### src/rtl/prog_timer.sv
// Programmable down-counting tick timer with periodic or one-shot terminal pulse.
// Latency: every output is registered, one clock edge after the inputs that cause it.
// Backpressure: none; enable qualifies ticks, and stop/start/load take effect on the next edge.
module prog_timer #(
    parameter int WIDTH          = 16,
    parameter int DEFAULT_PERIOD = 1000
) (
    input  logic             clk,
    input  logic             reset,
    input  logic             enable,
    input  logic             load,
    input  logic [WIDTH-1:0] period_in,
    input  logic             mode,
    input  logic             start,
    input  logic             stop,
    output logic             zero,
    output logic             running,
    output logic [WIDTH-1:0] count
);

    // A zero or oversized reset period would make the counter underflow or truncate.
    if (DEFAULT_PERIOD < 1 || longint'(DEFAULT_PERIOD) > ((longint'(1) << WIDTH) - 1)) begin : g_bad_default
        $error("prog_timer: DEFAULT_PERIOD out of range 1..2^WIDTH-1");
    end

    typedef enum logic {
        S_IDLE = 1'b0,
        S_RUN  = 1'b1
    } state_t;

    localparam logic [WIDTH-1:0] ONE         = WIDTH'(1);
    localparam logic [WIDTH-1:0] RST_PERIOD  = WIDTH'(DEFAULT_PERIOD);
    localparam logic [WIDTH-1:0] RST_COUNT   = WIDTH'(DEFAULT_PERIOD - 1);

    state_t           state_q;
    logic [WIDTH-1:0] period_q;
    logic [WIDTH-1:0] count_q;
    logic             zero_q;
    logic             running_q;

    logic             load_ok;
    logic [WIDTH-1:0] period_d;
    logic [WIDTH-1:0] reload_d;

    // A zero period load is discarded; a valid same-cycle load is already the reload source.
    always_comb begin
        load_ok  = load && (period_in != '0);
        period_d = load_ok ? period_in : period_q;
        reload_d = period_d - ONE;
    end

    // Control FSM and counter datapath: reset > stop > start > terminal/decrement.
    always_ff @(posedge clk) begin
        if (reset) begin
            state_q   <= S_IDLE;
            period_q  <= RST_PERIOD;
            count_q   <= RST_COUNT;
            zero_q    <= 1'b0;
            running_q <= 1'b0;
        end else begin
            period_q <= period_d;
            zero_q   <= 1'b0;
            if (stop) begin
                state_q   <= S_IDLE;
                running_q <= 1'b0;
                // Loading while already idle still refreshes the visible count.
                if (state_q == S_IDLE && load_ok) begin
                    count_q <= reload_d;
                end
            end else if (start) begin
                state_q   <= S_RUN;
                running_q <= 1'b1;
                count_q   <= reload_d;
            end else if (state_q == S_RUN) begin
                if (enable) begin
                    if (count_q == '0) begin
                        zero_q  <= 1'b1;
                        count_q <= reload_d;
                        if (mode) begin
                            state_q   <= S_IDLE;
                            running_q <= 1'b0;
                        end
                    end else begin
                        count_q <= count_q - ONE;
                    end
                end
            end else if (load_ok) begin
                // Idle: the count tracks a newly loaded period so it is ready to start.
                count_q <= reload_d;
            end
        end
    end

    assign zero    = zero_q;
    assign running = running_q;
    assign count   = count_q;

endmodule

### config.mk
export PLATFORM = sky130hd
export DESIGN_NAME = prog_timer
export DESIGN_NICKNAME = d
export VERILOG_FILES = /design/src/rtl/prog_timer.sv
export SDC_FILE = /design/constraint.sdc
export NUM_CORES = 1
export LEC_CHECK = 0
export CAP_MARGIN = 30
export CORE_ASPECT_RATIO = 0.75
export CORE_MARGIN = 10
export CORE_UTILIZATION = 30
export DETAILED_ROUTE_END_ITERATION = 6
export PLACE_DENSITY = 0.58
export SETUP_SLACK_MARGIN = 0.15
export SLEW_MARGIN = 20
export SYNTH_ARGS = -nofsm -noshare
export SYNTH_HDL_FRONTEND = slang
export SYNTH_SLANG_ARGS = --single-unit
### constraint.sdc
create_clock -name clk -period 5.9 [get_ports clk]
set_clock_uncertainty 0.05 [all_clocks]
set_input_delay 0.59 -clock clk [delete_from_list [all_inputs] [get_ports clk]]
set_output_delay 0.59 -clock clk [all_outputs]
set_load 0.02 [all_outputs]
Word level (Yosys, flattened, before mapping)
Cells that the tools add are included.
Widths: inputs -> output; s select.

operators by class
  equality and inequality tests = 2
  multiplexer cells = 19
  reductions and logical operators = 13
  bitwise logic cells = 2
  $add $sub $neg = 2

operator list
  cell                   count
  $mux 16                8
  $sub 16x1->16 const B  2
  $logic_not 16->1       1
  $reduce_bool 16->1     1
  $mux 1                 11
  $reduce_bool 2->1      4
  $reduce_or 5->1        1
  $ne 4x4->1 const B     1
  $reduce_and 4->1       1
  $reduce_bool 4->1      1
  $reduce_and 3->1       1
  $logic_and 1x1->1      2
  $ne 2x1->1 const B     1
  $not 1->1              2
  $reduce_or 2->1        1

storage, ports and cells
  input port bits = 23
  bits in registers = 35
  logic and storage cells = 43

Depth between registers and ports, before layout
Gate-level depths: netlist of the first run.

  word-level depth = 9
  gate-level depth with buffers = 14

Worst setup path before layout of the first run
Ideal clock, no wire load.

  path kind = input to register
  from = input port period_in[5]
  to = register count_q[12], in the netlist count[12]
  slack = 1.822 ns
  cell stages on the path = 12
  arrival = 3.912 ns
  path buffers = 2
  cells stage by stage = nor4_1 > nand2_1 > o21ai_2 > buf_6 > buf_2 > mux2i_1 > ha_1 > or4b_1 > mux2_2 > o31a_1 > or3_1 > a41o_1

on the way
  cells in the longest elaborated chain, start to end = 9
  elaborated cells between the ends (all ways) = 15
  those cells by class = 1 x add/sub; 1 x eq/ne; 8 x mux; 5 x reduce/logical

ends and longest elaborated chain
  element                 line  text
  start: declaration      12    input logic [WIDTH-1:0] period_in,
  $reduce_bool 16->1      47    load_ok = load && (period_in != '0);
  $logic_and 1x1->1       47
  $mux 16                 48    period_d = load_ok ? period_in : period_q;
  $sub 16x1->16           49    reload_d = period_d - ONE;
  $mux 16                 76    if (count_q == '0) begin
  $mux 16                 75    if (enable) begin
  $mux 16                 74    end else if (state_q == S_RUN) begin
  $mux 16                 70    end else if (start) begin
  $mux 16                 63    if (stop) begin
  end signal: assignment  68    count_q <= reload_d;
  end signal: assignment  73    count_q <= reload_d;
  end signal: assignment  78    count_q <= reload_d;
  end: declaration        37    logic [WIDTH-1:0] count_q;

Several ways; a longest one is shown, not always the timed one. The select of a mux whose other input is x is not followed.
A chain may end at the register's enable or synchronous reset.

Final worst setup path of the first run
  from = input port period_in[2]
  to = register count_q[12], in the netlist count[12]

The elaborated chain is that of the path after synthesis.

==> impl_results.md, run 1 <==
- Status: complete, no violations
- Max-slew headroom: 49.18%
- Clock Tree Root: clkbuf_8
- #FFs+latches synth: 35
- GR Util All Layers: 12.19%
- Synth Area in Simple Gates: 27.06%
- Starting density of the core: 30.89%
- Num rows: 27
- Register area share after synthesis: 30.80%
- Max Root-Sink Buffers: 2
- Mux contribution to synthesized area: 8.031%
- Vias in the first global route: 2261
- Initial antenna violation count: 0
- Most frequent cells in the layout: clkdlybuf4s50_1, dfxtp_1, nand2_1
- I/O Pins: 41
- Top_reg_cell synth: dfxtp_1
- Post-CTS Resized: 0
- Final instance area: 0.002848 mm²
- Grt total ovfl: 0
- CTS tree: yes
- Final setup fails: 0
- Vias: 2323
- Pleak: 1.007 nW
- Commonest non-fill, non-tap cell in the layout: clkdlybuf4s50_1
- Max-cap violations: 0
- DP Area: 0.002760 mm²
- Worst r2r dst: count[12]$_SDFFE_PP0P_
- Largest net degree at the start of global routing: 30
- HP Class: reg -> reg
- Hold Violations, Final: 0
- CP Launch Type: input pin
- Via density: 5.428
- Compound-Gate Fraction of Synth Area: 24.04%
- CP Data Required Time: 6030 ps
- Drt wl/cell: 15.66 µm
- R2R Setup Slk: 3050 ps
- H-tree Lvls: 2
- Min cycle time layout: 4195 ps
- Unique masters post-synth: 50
- Number of flops mapped to enable cells by yosys: 0
- N_diodes: 0
- CTS clk-pin slew, worst paths: 70 ps
- Fmax: 238.4 MHz
- XOR/XNOR Fraction of Synth Area: 4.620%
- Peak VDD IR: 0.08656 mV
- Crit-path max FO: 8
- DIE WIDTH: 120.5 µm
- Adder-Cell Fraction of Synth Area: 1.650%
- Pre-Repair DR Iteration Count: 4
- Synth warnings: 0
- Worst Reg-to-Reg Cells: 7
- Actual slew at the worst max-slew pin: 762.3 ps
- Clock sink count: 35
- Core region area: 0.007365 mm²
- Number of buffers created by CTS: 5
- # Post-CTS Setup Buffers: 0
- GP Congestion: 0.8385
- Unrepaired setup endpoints after global routing: no
- End of the critical path: count[12]$_SDFFE_PP0P_
- CTS Hold Buffers Added: 0
- FFs w/ async S/R, synth: 0%
- Power density over the cells: 213.5 mW/mm²
- Die Footprint: 0.01150 mm²
- Clock latency on the worst-skew pair: 280 ps
- DR iter-0 viols: 162
- Worst setup startpoint: period_in[2]
- Post-synthesis average cell area: 7.817 µm²
- Layout area overhead: 25.19%
- Setup crit end kind: flop
- Critical path class: in -> reg
- Final nets: 353
- Power Total: 0.6080 mW
- RR Startpoint: period_q[0]$_SDFF_PP0_
- Critical Path AT: 4330 ps
- DR DRC count: 0
- DP HPWL: 5127 µm
- Post-route antenna net violation count: 0
- Post-detailed-routing wire length: 6703 µm
- Final Cycle Share: 71.11%
- Largest family of logic cells by synthesized area: simple AND/OR/NAND/NOR gates
- Layout cells sized above 1: 5.199%
- Total negative slack: 0 ps
- First-pass GRT wire length: 11590 µm
- Port Buf Inserts: 40
- Cell count after synthesis: 291
- Post-Syn Area: 0.002275 mm²
- Post-Syn Nets: 317
- Final Util: 38.67%
- Max Slew Vio Count: 0
- Die height: 95.41 µm
## where the power goes
group	switching (mW)	total (mW)	internal [mW]	leakage, nW
sequential	0.0205	0.274	0.253	0.289
combinational	0.0818	0.152	0.0699	0.671
clock	0.0906	0.182	0.0918	0.0470
total	0.193	0.608	0.415	1.01
## sequential cells by signal (all words and copies together) (netlist names)
| signal | flops |
|---|---|
| running | 1 |
| zero | 1 |
| count | 16 |
| state_q | 1 |
| period_q | 16 |
## kinds of logic after synthesis
group | after synthesis
simple gates | 122
buf+inv | 19
flops | 35
xor+xnor | 12
fa+ha+maj | 3
mux | 18
compound gates | 82
## stage by stage
stage / worst slack, ps / hold slack, ps / instances
floorplan: 1822 / 408.0 / 291
global placement: 1508 / 434.8 / 420
detailed placement: 1405 / 450.1 / 421
CTS: 1706 / 459.3 / 428
global route: 1460 / 514.6 / 428
finish: 1705 / 457.4 / 428
## cell usage after synthesis (2+ instances only)
cell type	number	area, µm²
nor3b_1	2	15.01
a21boi_0	3	22.52
o211ai_1	5	37.54
a31oi_1	3	18.77
inv_1	5	18.77
clkbuf_1	7	26.28
xnor2_1	4	35.03
o31ai_1	8	60.06
a22oi_1	2	15.01
nand2_1	31	116.4
or4_1	4	30.03
ha_1	3	37.54
or3_4	2	22.52
nor2_1	30	112.6
o31a_1	4	35.03
xor2_1	8	70.07
o21ai_1	2	10.01
nand4_1	4	25.02
nand3_1	9	45.04
mux2i_1	16	160.2
a21oi_1	23	115.1
a211oi_1	2	15.01
nand3b_1	2	15.01
or3_1	5	31.28
nand2b_1	2	12.51
nor4_1	9	56.30
nor3_1	16	80.08
o21ai_0	16	80.08
buf_2	6	30.03
a311o_1	3	30.03
or4b_1	2	20.02
dfxtp_1	35	700.7
## worst min-delay path by stage
| stage | startpoint | to | slack [ps] | cells after the start |
|---|---|---|---|---|
| CTS | period_q[6]$_SDFF_PP1_ | period_q[6]$_SDFF_PP1_ | 460 | 2 |
| floorplan | period_q[4]$_SDFF_PP0_ | period_q[4]$_SDFF_PP0_ | 410 | 2 |
| global placement | period_q[4]$_SDFF_PP0_ | period_q[4]$_SDFF_PP0_ | 430 | 2 |
| global route | period_q[4]$_SDFF_PP0_ | period_q[4]$_SDFF_PP0_ | 510 | 2 |
| finish | period_q[6]$_SDFF_PP1_ | period_q[6]$_SDFF_PP1_ | 460 | 2 |
| detailed placement | period_q[6]$_SDFF_PP1_ | period_q[6]$_SDFF_PP1_ | 450 | 2 |
## worst max-delay path, stage by stage
cell and delay, ps:
clkdlybuf4s50_1 470, nor3_1 460, nand3_1 150, o21ai_2 210, mux2i_1 380, ha_1 300, or4b_1 570, mux2_2 380
o31a_1 250, or3_1 350, a41o_1 230
## metal layers
layer	GRT usage (%)	vias up	wire (µm)
li1	-	1157	-
met1	17.18	1107	3383
met2	18.27	52	2910
met3	2.952	7	347
met4	2.806	0	61
met5	0	-	0
## final cells by class
| cell class | count | area (µm²) |
|---|---|---|
| clock buffers | 6 | 82.58 |
| clock inverters | 1 | 5.005 |
| fillers | 785 | 4517 |
| inverters | 5 | 18.77 |
| multi-input cells | 237 | 1488 |
| flip-flops and latches | 35 | 700.7 |
| well taps | 101 | 126.4 |
| repair buffers | 43 | 426.7 |
(Power assumes the default switching activity.)
==> run 2: changes to the inputs <==
==> constraint.sdc (replaced) <==
create_clock -name clk -period 3.9 [get_ports clk]
set_clock_uncertainty 0.05 [all_clocks]
set_input_delay 0.39 -clock clk [delete_from_list [all_inputs] [get_ports clk]]
set_output_delay 0.39 -clock clk [all_outputs]
set_load 0.02 [all_outputs]
==> run 2 against run 1 <==
  * Die area unchanged
  * Sequential share of layout area fell by 1.7 points
  * Final cell count increased by 5.8%
  * Clock power is 40% higher
  * First-iteration DRC count grew 6.2%
  * Core utilization is 2.9 points higher
  * Combinational power is 68% higher
  * Critical path depth stayed put
  * Largest power group unchanged
==> impl_results.md, run 2 (synthesized netlist as in run 1, its figures left out) <==
- Peak VDD IR: 0.1266 mV (+46%)
- Fill cells: 786 (+0.13%)
- First-pass GRT wire length: 11810 µm (+2.0%)
- Power Total: 0.9249 mW (+52%)
- Via density: 5.422 (-0.11%)
- Starting density of the core: 30.89% (unchanged)
- Commonest non-fill, non-tap cell in the layout: clkdlybuf4s50_1
- GP Congestion: 0.8786 (+4.8%)
- Port Buf Inserts: 40 (unchanged)
- RR Startpoint: count[3]$_SDFFE_PP0P_
- Pleak: 1.119 nW (+11%)
- Layout area overhead: 34.60%
- Worst r2r dst: count[13]$_SDFFE_PP0P_
- Final Cycle Share: 90.99%
- Clock latency on the worst-skew pair: 290 ps (about the same)
- Max Root-Sink Buffers: 2 (unchanged)
- Pre-CTS setup slack: -13.67 ps (-1419 ps)
- Die Footprint: 0.01150 mm² (unchanged)
- H-tree Lvls: 2 (unchanged)
- Post-route antenna net violation count: 0 (unchanged)
- Drt wl/cell: 16.05 µm (+2.5%)
- Worst hold start: period_q[6]$_SDFF_PP1_
- Total negative slack: 0 ps (unchanged)
- DIE WIDTH: 120.5 µm (unchanged)
- CTS tree: yes
- Area occupied by multi-input gates: 0.001525 mm² (+2.5%)
- Unrepaired setup endpoints after global routing: no
- Number of buffers created by CTS: 5 (unchanged)
- HP Class: reg -> reg
- Worst Hold Slack: 460.7 ps (+3.291 ps)
- DR iter-0 viols: 172 (+6.2%)
- CTS clk-pin slew, worst paths: 70 ps (about the same)
- Crit-path max FO: 4 (-4)
- Status: complete, no violations
- Setup crit end kind: flop
- DR DRC count: 0 (unchanged)
- Worst setup startpoint: period_in[5]
- Grt total ovfl: 0 (unchanged)
- Max-slew headroom: 45.31% (-3.9 points)
- Clock sink count: 35 (unchanged)
- Post-CTS Resized: 0 (unchanged)
- DP HPWL: 5406 µm (+5.4%)
- Largest net degree at the start of global routing: 27 (-10%)
- Min cycle time layout: 3549 ps
- Pre-Repair DR Iteration Count: 5 (+1)
- WHS Endpoint: period_q[6]$_SDFF_PP1_
- Max Slew Vio Count: 0 (unchanged)
- Most frequent cells in the layout: clkdlybuf4s50_1, dfxtp_1, nand2_1
- Vias: 2456 (+5.7%)
- CTS Hold Buffers Added: 0 (unchanged)
- R2R Setup Slk: 1120 ps (-1930 ps)
- GR Util All Layers: 12.62% (+0.43 points)
- Critical path class: in -> reg
- Clock Tree Root: clkbuf_8
- Worst Reg-to-Reg Cells: 6 (-1)
- WHS Path Cells: 2 (unchanged)
- Max-cap violations: 0 (unchanged)
- Slack of the critical path: 351.5 ps (-1353 ps)
- Register area: 700.7 µm² (unchanged)
- Power density over the cells: 302.1 mW/mm² (+41%)
- Hold Violations, Final: 0 (unchanged)
- I/O Pins: 41 (unchanged)
- Core region area: 0.007365 mm² (unchanged)
- Final nets: 379 (+7.4%)
- Critical Path AT: 3680 ps (-650 ps)
- Num rows: 27 (unchanged)
- Fmax: 281.8 MHz
- Vias in the first global route: 2317 (+2.5%)
- Post-detailed-routing wire length: 7269 µm (+8.4%)
- Actual slew at the worst max-slew pin: 820.3 ps (+58.01 ps)
- CP Data Required Time: 4030 ps (-2000 ps)
- Initial antenna violation count: 0 (unchanged)
- Layout cells sized above 1: 13.07% (+7.9 points)
- Final setup fails: 0 (unchanged)
- CP Launch Type: input pin
- Die height: 95.41 µm (unchanged)
- # Post-CTS Setup Buffers: 0 (unchanged)
- N_diodes: 0 (unchanged)
run 2: cell count changes in the layout (fill, tap and decap cells not counted), sizes merged:
cell	previous run	this run
buf	3	29
clkinv	1	0
run 2: layer usage:
layer	up-vias	routed length, µm	global-route usage (%)
li1	1206	-	-
met1	1170	3654	17.48
met2	73	3095	18.95
met3	7	452	3.129
met4	0	65	3.607
met5	-	0	0
run 2: worst max path at each step:
| stage | cells after the start | endpoint | slack [ps] |
|---|---|---|---|
| after floorplan | 12 | count[12]$_SDFFE_PP0P_ | 160 |
| after global placement | 12 | count[12]$_SDFFE_PP0P_ | 70 |
| after detailed placement | 11 | count[12]$_SDFFE_PP0P_ | -10 |
| after CTS | 11 | count[12]$_SDFFE_PP0P_ | 280 |
| after global routing | 12 | count[12]$_SDFFE_PP0P_ | 150 |
| final | 11 | count[12]$_SDFFE_PP0P_ | 350 |
run 2: layout make-up:
| cell class | count | area share [%] |
|---|---|---|
| repair buffers | 69 | 20.19 |
| multi-input cells | 237 | 49.82 |
| flip-flops and latches | 35 | 22.89 |
| clock buffers | 6 | 2.370 |
| inverters | 5 | 0.6130 |
| well taps | 101 | 4.127 |
run 2: worst max-delay path, stage by stage:
cell	delay, ps
clkdlybuf4s50_1	430
nor4_2	340
nand2_1	170
o21ai_4	260
mux2i_2	280
ha_2	230
or4b_1	450
mux2_2	310
o31a_1	240
or3_1	340
a41o_1	230
run 2: through the flow:
| stage | instances | utilization [%] | cell area [µm²] |
|---|---|---|---|
| 6_report | 453 | 41.57 | 3062 |
| 3_5_place_dp | 447 | 40.35 | 2972 |
| 3_3_place_gp | 447 | 40.35 | 2972 |
| 5_1_grt | 453 | 41.57 | 3062 |
| 2_1_floorplan | 291 | - | 2300 |
| 4_1_cts | 453 | 41.34 | 3044 |
run 2: power by group:
| group | internal, mW | switching, mW |
|---|---|---|
| sequential | 0.383 | 0.0313 |
| clock | 0.119 | 0.134 |
| combinational | 0.124 | 0.132 |
==> run 3: changes to the inputs <==
==> constraint.sdc (replaced) <==
create_clock -name clk -period 3.4 [get_ports clk]
set_clock_uncertainty 0.05 [all_clocks]
set_input_delay 0.34 -clock clk [delete_from_list [all_inputs] [get_ports clk]]
set_output_delay 0.34 -clock clk [all_outputs]
set_load 0.02 [all_outputs]
==> run 3 against run 2 <==
  * Via count up 0.94%
  * Critical path depth up 1
  * First-iteration DRC count down 33%
  * Sequential share of layout area down 1.2 points
  * Sequential power up 15%
  * Global-route usage down 0.099 points
  * Power up 17%
  * Largest power group unchanged
==> impl_results.md, run 3 (synthesized netlist as in run 1, its figures left out) <==
- Switching pwr: 0.3466 mW (+16%)
- Pre-Repair DR Iteration Count: 4 (-1)
- CTS tree: yes
- DP Area: 0.003055 mm² (+2.8%)
- Post-Layout Cell Count: 466 (+2.9%)
- Setup crit end kind: flop
- Drt wl/cell: 15.42 µm (-3.9%)
- Max Root-Sink Buffers: 2 (unchanged)
- Initial antenna violation count: 0 (unchanged)
- Seq pwr share: 44.1% (-0.7 points)
- Grt total ovfl: 0 (unchanged)
- Final nets: 390 (+2.9%)
- I/O Pins: 41 (unchanged)
- Die height: 95.41 µm (unchanged)
- DP HPWL: 5396 µm (-0.19%)
- Final instance area: 0.003224 mm² (+5.3%)
- N_diodes: 0 (unchanged)
- Power Total: 1.082 mW (+17%)
- Cells after DPL: 450 (+0.67%)
- WHS Endpoint: period_q[4]$_SDFF_PP0_
- Clock latency on the worst-skew pair: 280 ps (about the same)
- Die Footprint: 0.01150 mm² (unchanged)
- Number of buffers created by CTS: 5 (unchanged)
- Worst Reg-to-Reg Cells: 7 (+1)
- Critical Path AT: 3250 ps (-430 ps)
- Internal power: 0.7358 mW (+17%)
- Port Buf Inserts: 40 (unchanged)
- WHS Path Cells: 2 (unchanged)
- DIE WIDTH: 120.5 µm (unchanged)
- Worst Hold Slack: 455.3 ps (-5.396 ps)
- Layout cells sized above 1: 17.53% (+4.5 points)
- R2R Setup Slk: 820 ps (-300 ps)
- Commonest non-fill, non-tap cell in the layout: buf_4
- Vias in the first global route: 2470 (+6.6%)
- Hold Violations, Final: 0 (unchanged)
- Power density over the cells: 335.7 mW/mm² (+11%)
- Clock Tree Root: clkbuf_8
- Critical path class: in -> reg
- RR Startpoint: count[10]$_SDFFE_PP0P_
- Peak VDD IR: 0.1676 mV (+32%)
- Clk pwr share: 27.3% (about the same)
- Starting density of the core: 30.89% (unchanged)
- Sw Ratio: 32.02% (-0.18 points)
- Final Cycle Share: 92.41%
- Unrepaired setup endpoints after global routing: no
- Largest net degree at the start of global routing: 30 (+11%)
- Pleak: 1.233 nW (+10%)
- Largest stage delay on the critical path: 460 ps (about the same)
- CTS clk-pin slew, worst paths: 70 ps (about the same)
- Vias: 2479 (+0.94%)
- Final setup fails: 0 (unchanged)
- Slack of the critical path: 258.2 ps (-93.31 ps)
- CP Data Required Time: 3510 ps (-520 ps)
- Num rows: 27 (unchanged)
- CP Launch Type: input pin
- Most frequent cells in the layout: buf_4, dfxtp_1, nand2_1
- Crit-path max FO: 4 (unchanged)
- CP Cell Sequence: clkdlybuf4s15_1 -> nor4_4 -> nand3_2 -> o21ai_4 -> mux2i_4 -> ha_4 -> or4b_4 -> mux2_4 -> buf_4 -> or4_1 -> nand3_1 -> a31oi_1
- Core region area: 0.007365 mm² (unchanged)
- GP Congestion: 0.7914 (-9.9%)
- Max-cap violations: 0 (unchanged)
- Power share of the combinational group: 28.6% (+0.9 points)
- Max-slew headroom: 47.48% (+2.2 points)
- Worst r2r dst: count[7]$_SDFFE_PP1P_
- Worst hold start: period_q[4]$_SDFF_PP0_
- Stages on the worst setup path: 12 (+1)
- HP Class: reg -> reg
- WP buf/inv: 2 (+1)
- H-tree Lvls: 2 (unchanged)
- Pre-CTS setup slack: -396.0 ps (-382.4 ps)
- Clock sink count: 35 (unchanged)
- Max Slew Vio Count: 0 (unchanged)
- GR Util All Layers: 12.52% (-0.099 points)
- DR DRC count: 0 (unchanged)
- Min cycle time layout: 3142 ps
- Crit-path leading delay family: simple AND/OR/NAND/NOR gates
- First-pass GRT wire length: 11990 µm (+1.5%)
- Layout area overhead: 41.75%
- Via density: 5.320 (-1.9%)
- Actual slew at the worst max-slew pin: 787.9 ps (-32.41 ps)
- Post-route antenna net violation count: 0 (unchanged)
- Fmax: 318.3 MHz
- Post-detailed-routing wire length: 7188 µm (-1.1%)
- DR iter-0 viols: 116 (-33%)
- Slowest cell on crit path: or4b_4
- Status: complete, no violations
-- run 3: area by class of cell --
type	instances	area (µm²)
fill	793	4140
multi-input combinational	237	1600
sequential	35	700.7
timing repair buffer	80	696.9
tap	101	126.4
clock buffer	7	76.32
inverter	5	18.77
clock inverter	1	5.005
-- run 3: metal layers --
metal / track usage, % / part of all wire (%) / up-vias
li1: - / - / 1235
met1: 16.48 / 47 / 1162
met2: 20.27 / 46 / 73
met3: 3.365 / 6.2 / 9
met4: 2.405 / 0.70 / 0
met5: 0 / 0 / -
-- run 3: timing repair --
action	in CTS	in global routing
buffers inserted	5	3
endpoints found under the setup margin	5	5
hold buffers	0	0
pin swaps	8	7
gates resized for setup	18	7
-- run 3: power by group through the flow --
stage / logic, mW / registers (mW) / clock network (mW)
floorplan: 0.152 / 0.496 / 0
global placement: 0.298 / 0.485 / 0
detailed placement: 0.300 / 0.486 / 0
CTS: 0.305 / 0.477 / 0.306
global route: 0.339 / 0.483 / 0.330
finish: 0.310 / 0.477 / 0.295
-- run 3: worst reg2reg max path, delay by kind of cell (launching register included) --
family                 cells  cell delay (ps)
AO/OA/AOI/OAI              4              930
AND/OR/NAND/NOR            2              820
flip-flops                 1              400
buffers and inverters      1              260
-- run 3: worst max-delay path by stage --
stage,startpoint,endpoint
3_3_place_gp,period_in[7],count[12]$_SDFFE_PP0P_
2_1_floorplan,period_in[7],count[12]$_SDFFE_PP0P_
6_report,period_in[7],count[10]$_SDFFE_PP0P_
4_1_cts,period_in[9],count[12]$_SDFFE_PP0P_
3_5_place_dp,period_in[7],count[12]$_SDFFE_PP0P_
5_1_grt,period_in[4],count[10]$_SDFFE_PP0P_
-- run 3: metrics by stage --
step / util, % / TNS, ps
4_1_cts: 43.27 / 0
3_5_place_dp: 41.49 / -1553
5_1_grt: 43.78 / 0
2_1_floorplan: - / -64.98
3_3_place_gp: 41.49 / -1362
6_report: 43.78 / 0
